<file path="src/rtl/priority_encoder_scan.sv">
// Serialises the set bits of one WIDTH-bit word into one beat per cycle, MSB- or LSB-first.
// Latency: beat 0 one cycle after accept; backpressure holds the current beat and the residue unchanged.
module priority_encoder_scan #(
    parameter  int WIDTH = 16,
    localparam int IDX_W = $clog2(WIDTH),
    localparam int CNT_W = $clog2(WIDTH + 1)
) (
    input  logic             clk_i,
    input  logic             arst_i,
    input  logic [WIDTH-1:0] data_i,
    input  logic             msb_first_i,
    input  logic             data_val_i,
    output logic             data_ready_o,
    output logic             val_o,
    input  logic             ready_i,
    output logic [WIDTH-1:0] onehot_o,
    output logic [IDX_W-1:0] index_o,
    output logic [CNT_W-1:0] cnt_o,
    output logic             last_o,
    output logic             zero_o
);

    typedef enum logic {
        IDLE = 1'b0,
        SCAN = 1'b1
    } state_t;

    state_t             state_q, state_d;
    logic [WIDTH-1:0]   residue_q, residue_d;
    logic               order_q, order_d;

    logic               rdy_d;
    logic               val_d;
    logic [WIDTH-1:0]   onehot_d;
    logic [IDX_W-1:0]   index_d;
    logic [CNT_W-1:0]   cnt_d;
    logic               last_d;
    logic               zero_d;

    // Shared picker: fresh input word in IDLE, residue minus the emitted bit in SCAN.
    logic [WIDTH-1:0]   sel_word;
    logic               sel_msb;
    logic [IDX_W-1:0]   pick_idx;
    logic [WIDTH-1:0]   pick_oh;
    logic               pick_single;

    always_comb begin
        sel_word = (state_q == IDLE) ? data_i : (residue_q & ~onehot_o);
        sel_msb  = (state_q == IDLE) ? msb_first_i : order_q;
        pick_idx = '0;
        if (sel_msb) begin
            for (int i = 0; i < WIDTH; i++) begin
                if (sel_word[i]) pick_idx = IDX_W'(i);
            end
        end else begin
            for (int i = WIDTH - 1; i >= 0; i--) begin
                if (sel_word[i]) pick_idx = IDX_W'(i);
            end
        end
        pick_oh     = (sel_word != '0) ? (WIDTH'(1) << pick_idx) : '0;
        pick_single = (sel_word != '0) && ((sel_word & (sel_word - WIDTH'(1))) == '0);
    end

    always_comb begin
        state_d   = state_q;
        residue_d = residue_q;
        order_d   = order_q;
        rdy_d     = data_ready_o;
        val_d     = val_o;
        onehot_d  = onehot_o;
        index_d   = index_o;
        cnt_d     = cnt_o;
        last_d    = last_o;
        zero_d    = zero_o;

        case (state_q)
            IDLE: begin
                rdy_d = 1'b1;
                val_d = 1'b0;
                if (data_val_i && data_ready_o) begin
                    state_d   = SCAN;
                    residue_d = data_i;
                    order_d   = msb_first_i;
                    rdy_d     = 1'b0;
                    val_d     = 1'b1;
                    onehot_d  = pick_oh;
                    index_d   = pick_idx;
                    cnt_d     = '0;
                    zero_d    = (data_i == '0);
                    last_d    = (data_i == '0) || pick_single;
                end
            end
            SCAN: begin
                if (ready_i) begin
                    if (last_o) begin
                        state_d   = IDLE;
                        residue_d = '0;
                        rdy_d     = 1'b1;
                        val_d     = 1'b0;
                        onehot_d  = '0;
                        index_d   = '0;
                        cnt_d     = '0;
                        last_d    = 1'b0;
                        zero_d    = 1'b0;
                    end else begin
                        residue_d = sel_word;
                        onehot_d  = pick_oh;
                        index_d   = pick_idx;
                        cnt_d     = cnt_o + CNT_W'(1);
                        last_d    = pick_single;
                    end
                end
            end
            default: begin
                state_d = IDLE;
            end
        endcase
    end

    always_ff @(posedge clk_i or posedge arst_i) begin
        if (arst_i) begin
            state_q      <= IDLE;
            residue_q    <= '0;
            order_q      <= 1'b0;
            data_ready_o <= 1'b0;
            val_o        <= 1'b0;
            onehot_o     <= '0;
            index_o      <= '0;
            cnt_o        <= '0;
            last_o       <= 1'b0;
            zero_o       <= 1'b0;
        end else begin
            state_q      <= state_d;
            residue_q    <= residue_d;
            order_q      <= order_d;
            data_ready_o <= rdy_d;
            val_o        <= val_d;
            onehot_o     <= onehot_d;
            index_o      <= index_d;
            cnt_o        <= cnt_d;
            last_o       <= last_d;
            zero_o       <= zero_d;
        end
    end

endmodule
</file>
<file path="config.mk">
export PLATFORM = sky130hd
export DESIGN_NAME = priority_encoder_scan
export DESIGN_NICKNAME = d
export VERILOG_FILES = /design/src/rtl/priority_encoder_scan.sv
export SDC_FILE = /design/constraint.sdc
export NUM_CORES = 1
export LEC_CHECK = 0
export CAP_MARGIN = 20
export CORE_MARGIN = 5
export CORE_UTILIZATION = 50
export CTS_CLUSTER_DIAMETER = 120
export DETAILED_ROUTE_END_ITERATION = 8
export GPL_ROUTABILITY_DRIVEN = 0
export PLACE_DENSITY = 0.73
export SYNTH_ARGS = -nofsm -noshare
export SYNTH_HDL_FRONTEND = slang
export SYNTH_SLANG_ARGS = --single-unit
export TNS_END_PERCENT = 30
</file>
<file path="constraint.sdc">
create_clock -name clk_i -period 2.7 [get_ports clk_i]
set_clock_uncertainty 0.05 [all_clocks]
set_input_delay 0.81 -clock clk_i [delete_from_list [all_inputs] [get_ports clk_i]]
set_output_delay 0.81 -clock clk_i [all_outputs]
set_load 0.01 [all_outputs]
</file>
## After elaboration in Yosys (flattened, before gate mapping)

Index checks and enable logic that the tools add are counted.

- Bitwise gates (word level): 4
- Divide/modulo/power cells: 0
- Mux-type cells: 68
- Order comparisons: 0
- Shift operators: 1
- Add/subtract/negate cells: 2
- Multiply operators: 0
- Reductions and logical operators: 10
- Eq/ne operators: 3

Operator list:

| operator | count |
|---|---|
| two-way mux 4 bit | 34 |
| two-way mux 16 bit | 8 |
| one-hot mux 16 bit (2 select lines) | 2 |
| AND 16 bit | 2 |
| logical NOT 16 bit | 2 |
| inverter 16 bit | 1 |
| nonzero test 16 bit | 1 |
| left shift 1 x 4 -> 16 bit (first input constant) | 1 |
| subtractor 16 x 1 -> 16 bit (second input constant) | 1 |
| two-way mux 5 bit | 3 |
| two-way mux 1 bit | 14 |
| one-hot mux 1 bit (2 select lines) | 5 |
| one-hot mux 5 bit (2 select lines) | 1 |
| one-hot mux 4 bit (2 select lines) | 1 |
| AND reduction 2 bit | 3 |
| adder 5 x 1 -> 5 bit (second input constant) | 1 |
| inequality test 2 bit (second input constant) | 2 |
| AND reduction 3 bit | 1 |
| logical AND 1 bit | 2 |
| inequality test 2 x 1 -> 1 bit (second input constant) | 1 |
| logical OR 1 bit | 1 |
| inverter 1 bit | 1 |

- Memory bits (writable): 0
- Memories kept: 0
- Flip-flop bits (word level): 47
- Latch bits: 0
- Input bits: 21
- Memory bits (read-only): 0

## Depth between registers and ports, before layout

Gate-level depths: netlist of run 1.

- Depth after elaboration: 25
- Depth in mapped cells: 10

## Least setup slack after synthesis of run 1

OpenSTA, ideal clock, no wires.

- Path kind: in2reg
- From: input data_i[1]
- To: register last_o
- Required time: 2.523 ns
- Setup time: 0.127 ns
- Data arrival time: 2.237 ns
- Stages: 6
- Setup slack: 0.286 ns
- Path buffers: 0
- Cells stage by stage: nor2b_1 -> a2111oi_2 -> nand4_1 -> or3_1 -> o2111ai_1 -> o31ai_1

- Word-level cells in the longest chain between the ends: 8
- Elaborated cells on any way between the ends: 12

Ends and longest elaborated chain:

| item | RTL line | source |
|---|---|---|
| start: declaration | 10 | `input logic [WIDTH-1:0] data_i,` |
| two-way mux 16 bit | 48 | `sel_word = (state_q == IDLE) ? data_i : (residue_q & ~onehot_o);` |
| subtractor 16 x 1 -> 16 bit | 61 | `pick_single = (sel_word != '0) && ((sel_word & (sel_word - WIDTH'(1))) == '0);` |
| AND 16 bit | 61 |  |
| logical NOT 16 bit | 61 |  |
| logical AND 1 bit | 61 |  |
| two-way mux 1 bit / logical OR 1 bit (equally long branches) | 95, 90 |  |
| two-way mux 1 bit, on equally long branches | 94, 80 |  |
| one-hot mux 1 bit (2 select lines) * | 76 | `case (state_q)` |
| end signal: assignment | 141 | `last_o <= last_d;` |
| end: declaration | 19 | `output logic last_o,` |

Mark *: on every way between the ends. The rest lies on a longest branch, timed or not. The select of a mux whose other input is x is not followed.
A chain may end at the register's enable or synchronous reset.

## Worst setup path after layout of run 1

- From: input data_i[14]
- To: register onehot_o[8]

- Word-level cells in the longest chain between the ends: 22
- Elaborated cells on any way between the ends: 26

Ends and longest elaborated chain:

| item | RTL line | source |
|---|---|---|
| two-way mux 16 bit * | 48 |  |
| two-way mux 4 bit (15 in a row) | 57 | `if (sel_word[i]) pick_idx = IDX_W'(i);` |
| two-way mux 4 bit | 51 | `if (sel_msb) begin` |
| left shift 1 x 4 -> 16 bit | 60 | `pick_oh = (sel_word != '0) ? (WIDTH'(1) << pick_idx) : '0;` |
| two-way mux 16 bit * | 60 |  |
| two-way mux 16 bit | 95 | `if (last_o) begin` |
| two-way mux 16 bit | 94 | `if (ready_i) begin` |
| one-hot mux 16 bit (2 select lines) * | 76 |  |
| end signal: assignment | 138 | `onehot_o <= onehot_d;` |
| end: declaration | 16 | `output logic [WIDTH-1:0] onehot_o,` |

Marks and branches as above.

==> results.txt, run 1 <==
Status - finished clean
Area Growth Syn to Fin - 42.0%
Finished Layout Cells - 493
Pint - 0.00292 W
Clock Power Share - 0.105
CTS clk-pin slew, worst paths - 0.09 ns
Syn nets - 336
Most common cell after layout, fill and taps aside - buf_4
Placed cell count - 485
Die area - 7380 µm²
Vias - 3017
Synth area leader - dfrtp_1
Ports - 50
N_diodes - 0
Post-synth EDFFs - 0
Initial antenna violation count - 0
Setup TNS - 0 ns
Synth Area in Simple Gates - 0.257
Hold Vio Cnt, Final - 0
Maxcap violations - 0
H-tree depth - 2
Area contributors post-synth - dfrtp_1 (41%), nand2_1 (5.5%), a22o_1 (5.2%)
Clock sinks - 47
Yosys top cell area share - 0.408
Register area share after synthesis - 0.408
Fmax - 0.378 GHz
Clock buffer depth - 2
Post-synthesis compound-gate area fraction - 0.270
Chip width - 85.9 µm
Remaining DRCs - 0
Post-synthesis mux area share - 0.0143
Crit path max fanout - 9
Comb power frac - 0.673
Share of power burned in registers - 0.222
Routed WL per cell - 18.9 µm
Switch share - 0.449
Final min period - 2.64 ns
Net Switching - 0.00238 W
Worst VDD drop - 1.30 mV
Power per standard cell area - 1290 nW/µm²
Setup CP Type - in -> reg
Cell variety after synth - 55
Max-slew violation count - 0
Iteration-0 DRC Markers - 271
Worst-margin pin slew - 0.693 ns
WP data required - 2.86 ns
Kind of end point of the critical path - register
Mapped Cells - 314
PortBufs - 49
Yosys reg bits - 47
Vias/cell - 6.12
Final Util - 0.739
Hold Buf Count CTS - 0
Core area - 5540 µm²
DRT antenna net count - 0
Final Cycle Share - 0.979
Slew HR - 0.538
Vias in the first global route - 2922
Xor-xnor portion of the synthesized cell area - 0
CP startpoint kind - input port
DRT Pass-1 Iters - 5
Most frequent cells in the layout - buf_4 (60), clkdlybuf4s50_1 (49), dfrtp_1 (47)
Synth Cell Area - 2880 µm²
Largest net degree at the start of global routing - 48
Total CTS buffers - 5
Final setup viols - 0
LEAKAGE - 1.79 nW
Share of layout cells above drive strength 1 - 0.247
HP Class - reg -> reg
Adder-Cell Fraction of Synth Area - 0.0113
CTS tree - built
Die Ht - 85.9 µm
Ys Warns - 0
Avg Synthesized Cell Area - 9.18 µm²
Synth Flop Type - dfrtp_1
CP Data Arrival Time - 2.80 ns
First-pass GRT wire length - 14900 µm
Largest family of logic cells by synthesized area - compound AO/OA/AOI/OAI gates
Skew-Pair Late Insertion Delay - 0.31 ns
Final net count - 442
Total gr overflow - 0
Synth async-reset ratio - 1.00
Post-DP HPWL - 6810 µm
Initial Utilization - 0.520
Setup bufs post-CTS - 0
Clock root cell - clkbuf_8
Total Routing Usage GR - 0.256
FP Rows - 27
Routed WL - 9320 µm
## cells by family after synthesis
logic type      count (synthesis)
compound gates                105
buf+inv                        19
simple gates                  136
flops                          47
mux                             4
fa+ha+maj                       3
## cells in the mapped netlist (all sizes together), types with 2 or more instances
master,n
a21boi,3
a21oi,10
a22o,17
a311oi,2
a31oi,2
and2,4
and3,2
and3b,5
and4,2
buf,6
clkbuf,7
dfrtp,47
inv,6
maj3,2
mux2i,3
nand2,42
nand2b,8
nand3,17
nand3b,9
nand4,5
nor2,18
nor2b,9
nor3,4
nor4,6
o211ai,4
o21a,2
o21ai,29
o221ai,4
o311a,2
o31ai,19
or2,2
or3,2
## final cells by class
cell class                      instances  area (µm²)
Tap cell                               72        90.1
Timing Repair Buffer                  112         992
Clock inverter                          2        35.0
Clock buffer                            6        82.6
Inverter                                6        22.5
Multi-Input combinational cell        248        1690
Sequential cell                        47        1180
Fill cell                             414        1450
## power groups by stage
stage	Sequential (W)	Clock, W	Combinational [W]
finish	0.00118	0.000555	0.00356
global route	0.00121	0.000587	0.00383
CTS	0.00117	0.000550	0.00338
detailed placement	0.00118	0	0.00328
global placement	0.00116	0	0.00323
floorplan	0.00118	0	0.00186
## metrics by stage
step                      setup slack (ns)  total power [W]  instance area, µm²  hold slack, ns
final                               0.0579          0.00530                4090           0.439
after global placement              -0.262          0.00440                3870           0.413
after detailed placement            -0.345          0.00446                3870           0.419
after global routing               -0.0227          0.00562                4090           0.472
after floorplan                      0.286          0.00304                2880           0.408
after CTS                           0.0255          0.00509                4020           0.441
## worst max-delay path: stages
cell,delay (ns)
clkdlybuf4s50_1,0.57
inv_1,0.09
o221ai_1,0.21
a311oi_1,0.12
o221ai_1,0.39
o311ai_4,0.29
o31ai_1,0.31
## final timing paths
kind / start / end / slack (ns) / cells after the start
setup / recovery: data_i[14] / onehot_o[8] / 0.06 / 7
hold / removal: index_o[3] / index_o[3] / 0.44 / 1
setup reg to reg: state_q / onehot_o[8] / 0.29 / 7
hold reg to reg: index_o[3] / index_o[3] / 0.44 / 1
max in group asynchronous: arst_i / residue_q[11] / 1.25 / 3
min in group asynchronous: arst_i / residue_q[3] / 0.92 / 3
## layer usage
layer  GRT usage  wire length (µm)  vias up
met2       0.393              4370      127
met5           0                 0        -
met3      0.0634               622       17
met1       0.354              4160     1479
li1            -                 -     1394
met4      0.0820               170        0
## registers in the layout (all words and copies together), names as in the netlist
signal,count
cnt_o,5
data_ready_o,1
index_o,4
last_o,1
onehot_o,16
order_q,1
residue_q,16
state_q,1
val_o,1
zero_o,1
## timing repair
action                     in CTS  in global routing
pin swaps                       0                  6
setup endpoints to repair       2                 18
resized for setup               4                 17
(Power assumes the default switching activity.)
==> inputs of run 2 (changes only) <==
Settings changed: CTS_CLUSTER_SIZE set to 24.
Clock period 2.7 ns to 3.35 ns, I/O delays scaled along.
==> run 2 against run 1 <==
Count of clock-buffer cells in the layout fell by 1. Critical path type unchanged. Hold slack got worse by 0.011 ns. Sequential share of layout area rose by 4.3 points. Die area did not move. Highest routed layer unchanged. Largest power group unchanged. First-iteration DRC count fell by 4.8%. Sequential power fell by 19%.
==> results.txt, run 2 (synthesized netlist as in run 1, its figures left out) <==
Status - finished clean
PortBufs - 49
Net Switching - 0.00171 W
Vias/cell - 6.32
HP Class - reg -> reg
Kind of end point of the critical path - register
CP startpoint kind - input port
Slew HR - 0.548
CP Data Arrival Time - 3.22 ns
Most frequent cells in the layout - clkdlybuf4s50_1 (49), dfrtp_1 (47), nand2_1 (42)
Ports - 50
Comb power frac - 0.628
H-tree depth - 2
Iteration-0 DRC Markers - 258
Fmax - 0.327 GHz
Max-slew violation count - 0
Worst VDD drop - 0.574 mV
Clock sinks - 47
Setup TNS - 0 ns
Total Routing Usage GR - 0.228
Hold Vio Cnt, Final - 0
LEAKAGE - 1.49 nW
DRT Pass-1 Iters - 5
Final Cycle Share - 0.912
WP data required - 3.52 ns
Final net count - 390
Routed WL per cell - 19.0 µm
Share of layout cells above drive strength 1 - 0.0949
Core area - 5540 µm²
Power per standard cell area - 1000 nW/µm²
Register-to-register setup slack - 0.65 ns
Clock root cell - clkbuf_8
Setup repair after global routing missed its margin - no
Footprint of the multi-input gates - 1600 µm²
Remaining DRCs - 0
Die area - 7380 µm²
Area Growth Syn to Fin - 23.6%
N_diodes - 0
Crit path max fanout - 7
Initial Utilization - 0.520
DRT antenna net count - 0
Register area - 1180 µm²
CTS clk-pin slew, worst paths - 0.09 ns
Initial antenna violation count - 0
Post-CTS sizing - 0
Post-DP HPWL - 6200 µm
Hold Slack - 0.428 ns
Maxcap violations - 0
Switch share - 0.478
Clock Power Share - 0.103
Worst Setup EP - onehot_o[15]
Routed WL - 8380 µm
Setup CP Type - in -> reg
Vias in the first global route - 2625
CP Launch Point - data_i[1]
Worst-margin pin slew - 0.678 ns
Critical R2R Launch - state_q
Final-layout fill cell count - 505
Vias - 2787
First-pass GRT wire length - 13300 µm
Share of power burned in registers - 0.269
Final setup viols - 0
Worst R2R Path Depth - 7
Clock buffer depth - 2
Hold Buf Count CTS - 0
CTS tree - built
FP Rows - 27
Total CTS buffers - 5
Chip width - 85.9 µm
Largest regs - onehot_o (16), residue_q (16), cnt_o (5)
Most common cell after layout, fill and taps aside - clkdlybuf4s50_1
Skew-Pair Late Insertion Delay - 0.31 ns
Total gr overflow - 0
Pint - 0.00186 W
Reg-to-reg endpoint - last_o
Largest net degree at the start of global routing - 48
Die Ht - 85.9 µm
Setup bufs post-CTS - 0
Final min period - 3.05 ns
-- run 2: cell types whose count changed in the layout (fill, tap and decap cells not counted), moves of 2 or more --
cell     previous run  this run
o31ai_1            14        19
nor2b_1             6         9
o31ai_2             5         0
a21oi_1             7         9
nor2b_2             2         0
nor3_1              2         4
a21oi_2             3         1
buf_4              60        10
nor3_2              2         0
-- run 2: critical path, stage by stage --
cell,delay [ns]
clkdlybuf4s50_1,0.45
nor2b_1,0.18
a2111oi_2,0.45
nand4_1,0.36
o21ai_0,0.28
nand3_1,0.20
o31ai_1,0.28
-- run 2: power by group through the flow --
stage | combinational, W | sequential, W | clock, W
after floorplan | 0.00150 | 0.000947 | 0
after global placement | 0.00217 | 0.000963 | 0
after detailed placement | 0.00220 | 0.000964 | 0
after CTS | 0.00222 | 0.000956 | 0.000370
after global routing | 0.00242 | 0.000989 | 0.000396
final | 0.00224 | 0.000961 | 0.000367
-- run 2: per-layer routing --
| metal | share of wire | up-vias | wire [µm] | global-route usage |
|---|---|---|---|---|
| met1 | 0.45 | 1354 | 3760 | 0.329 |
| met5 | 0 | - | 0 | 0 |
| li1 | - | 1300 | - | - |
| met2 | 0.46 | 116 | 3810 | 0.346 |
| met3 | 0.076 | 17 | 640 | 0.0461 |
| met4 | 0.020 | 0 | 167 | 0.0662 |
-- run 2: worst min-delay path by stage --
| stage | start | endpoint | cells past startpoint |
|---|---|---|---|
| floorplan | residue_q[0] | residue_q[0] | 1 |
| global placement | index_o[3] | index_o[3] | 1 |
| detailed placement | index_o[3] | index_o[3] | 1 |
| CTS | cnt_o[4] | cnt_o[4] | 1 |
| global route | cnt_o[4] | cnt_o[4] | 1 |
| finish | cnt_o[4] | cnt_o[4] | 1 |
-- run 2: area by class of cell --
type	count	share of cell area
Multi-Input combinational cell	248	0.448
Sequential cell	47	0.330
Timing Repair Buffer	60	0.164
Tap cell	72	0.0253
Clock buffer	5	0.0193
Clock inverter	3	0.00632
Inverter	6	0.00632
-- run 2: stage by stage --
stage	util	power (W)	cell area, µm²	setup slack [ns]	instances
6_report	0.643	0.00357	3560	0.295	441
5_1_grt	0.643	0.00381	3560	0.177	441
4_1_cts	0.643	0.00354	3560	0.349	441
3_5_place_dp	0.626	0.00317	3470	0.0296	433
3_3_place_gp	0.626	0.00314	3470	0.0734	433
2_1_floorplan	-	0.00245	2880	0.741	314
==> inputs of run 3 (changes only) <==
Settings changed: CORE_MARGIN 5 to unset.
==> run 3 against run 2 <==
Sequential cell count stayed put. Sequential power fell by 0.4%. First-iteration DRC count shrank 14%. Hold slack improved by 0.0095 ns. Register-to-register slack worse by 0.04 ns. Critical endpoint is now last_o.
==> results.txt, run 3 (synthesized netlist as in run 1, its figures left out) <==
H-tree depth - 2
Die area - 6070 µm²
GR Layer Usage met2 - 0.430
Total Routing Usage GR - 0.292
M1 GR Usage - 0.432
Remaining DRCs - 0
DRT antenna net count - 0
Clock buffer depth - 2
Final-layout fill cell count - 482
Setup TNS - 0 ns
Register area - 1180 µm²
CP startpoint kind - input port
LEAKAGE - 1.50 nW
FP Rows - 27
GR peak layer - met1
HP Class - reg -> reg
Final net count - 389
First-pass GRT wire length - 13800 µm
Finished Layout Cells - 440
Share of layout cells above drive strength 1 - 0.0924
Clock root cell - clkbuf_8
Vias in the first global route - 2662
Crit path max fanout - 7
Min-delay src - cnt_o[4]
Setup CP Type - in -> reg
Footprint of the multi-input gates - 1600 µm²
Area Growth Syn to Fin - 24.3%
Die Ht - 77.9 µm
PortBufs - 49
Hold Buf Count CTS - 0
Max-slew violation count - 0
Maxcap violations - 0
Clock sinks - 47
Total gr overflow - 0
Final Cycle Share - 0.892
Clock Power Share - 0.121
Placed cell count - 432
Final Util - 0.646
Setup repair after global routing missed its margin - no
Power per standard cell area - 1010 nW/µm²
Skew-Pair Late Insertion Delay - 0.30 ns
Most common cell after layout, fill and taps aside - clkdlybuf4s50_1
Hold Vio Cnt, Final - 0
Setup bufs post-CTS - 0
Kind of end point of the critical path - register
Post-DP HPWL - 6060 µm
Worst-margin pin slew - 0.670 ns
Comb power frac - 0.616
Core area - 5540 µm²
Largest net degree at the start of global routing - 34
Share of power burned in registers - 0.264
CTS clk-pin slew, worst paths - 0.09 ns
Routed WL per cell - 18.7 µm
Total CTS buffers - 5
N_diodes - 0
DRT Pass-1 Iters - 5
Initial antenna violation count - 0
Initial Utilization - 0.520
Iteration-0 DRC Markers - 221
Final min period - 2.99 ns
Status - finished clean
Worst VDD drop - 0.464 mV
Final setup viols - 0
Critical R2R Launch - state_q
Slew HR - 0.553
Routed WL - 8220 µm
Net Switching - 0.00169 W
Vias/cell - 6.41
Largest regs - onehot_o (16), residue_q (16), cnt_o (5)
Switch share - 0.466
Most frequent cells in the layout - clkdlybuf4s50_1 (49), dfrtp_1 (47), nand2_1 (42)
Ports - 50
CTS tree - built
Fmax - 0.335 GHz
Pint - 0.00194 W
Chip width - 77.9 µm
Met3 Resource Use GR - 0.0459
Vias - 2822
CP Data Arrival Time - 3.12 ns
Post-CTS sizing - 0
CP Launch Point - data_i[1]
WP data required - 3.48 ns
-- run 3: routing by layer --
layer / share of wire / vias to the layer above
met5: 0 / -
met1: 0.47 / 1390
met2: 0.44 / 117
met4: 0.027 / 0
li1: - / 1294
met3: 0.064 / 21
-- run 3: power by group through the flow --
stage | registers (W) | clock network, W | logic, W
finish | 0.000957 | 0.000438 | 0.00223
global route | 0.000983 | 0.000473 | 0.00243
CTS | 0.000952 | 0.000445 | 0.00220
detailed placement | 0.000962 | 0 | 0.00219
global placement | 0.000958 | 0 | 0.00215
floorplan | 0.000947 | 0 | 0.00150
-- run 3: cell type report --
class / count / area share
repair buffers: 59 / 0.161
clock inverters: 2 / 0.00978
flip-flops and latches: 47 / 0.328
clock buffers: 6 / 0.0231
multi-input cells: 248 / 0.446
well taps: 72 / 0.0252
inverters: 6 / 0.00629
-- run 3: stage by stage --
step	hold slack, ns	setup slack (ns)	power, W	area (µm²)
3_5_place_dp	0.415	0.0604	0.00315	3460
4_1_cts	0.437	0.373	0.00359	3580
3_3_place_gp	0.411	0.108	0.00311	3460
5_1_grt	0.451	0.227	0.00388	3580
2_1_floorplan	0.408	0.741	0.00245	2880
6_report	0.437	0.362	0.00363	3580
-- run 3: worst paths after layout --
path / to / slack [ns] / depth (start not counted)
setup / recovery: last_o / 0.36 / 7
min in group asynchronous: val_o / 0.90 / 2
setup reg to reg: last_o / 0.61 / 7
hold reg to reg: cnt_o[4] / 0.44 / 1
max in group asynchronous: onehot_o[11] / 1.76 / 3
hold / removal: cnt_o[4] / 0.44 / 1
-- run 3: worst max-delay path: stages --
cell and delay, ns:
clkdlybuf4s50_1 0.44, nor2b_1 0.18, a2111oi_2 0.42, nand4_1 0.35, or3_1 0.45, o2111ai_1 0.14
o31ai_1 0.13
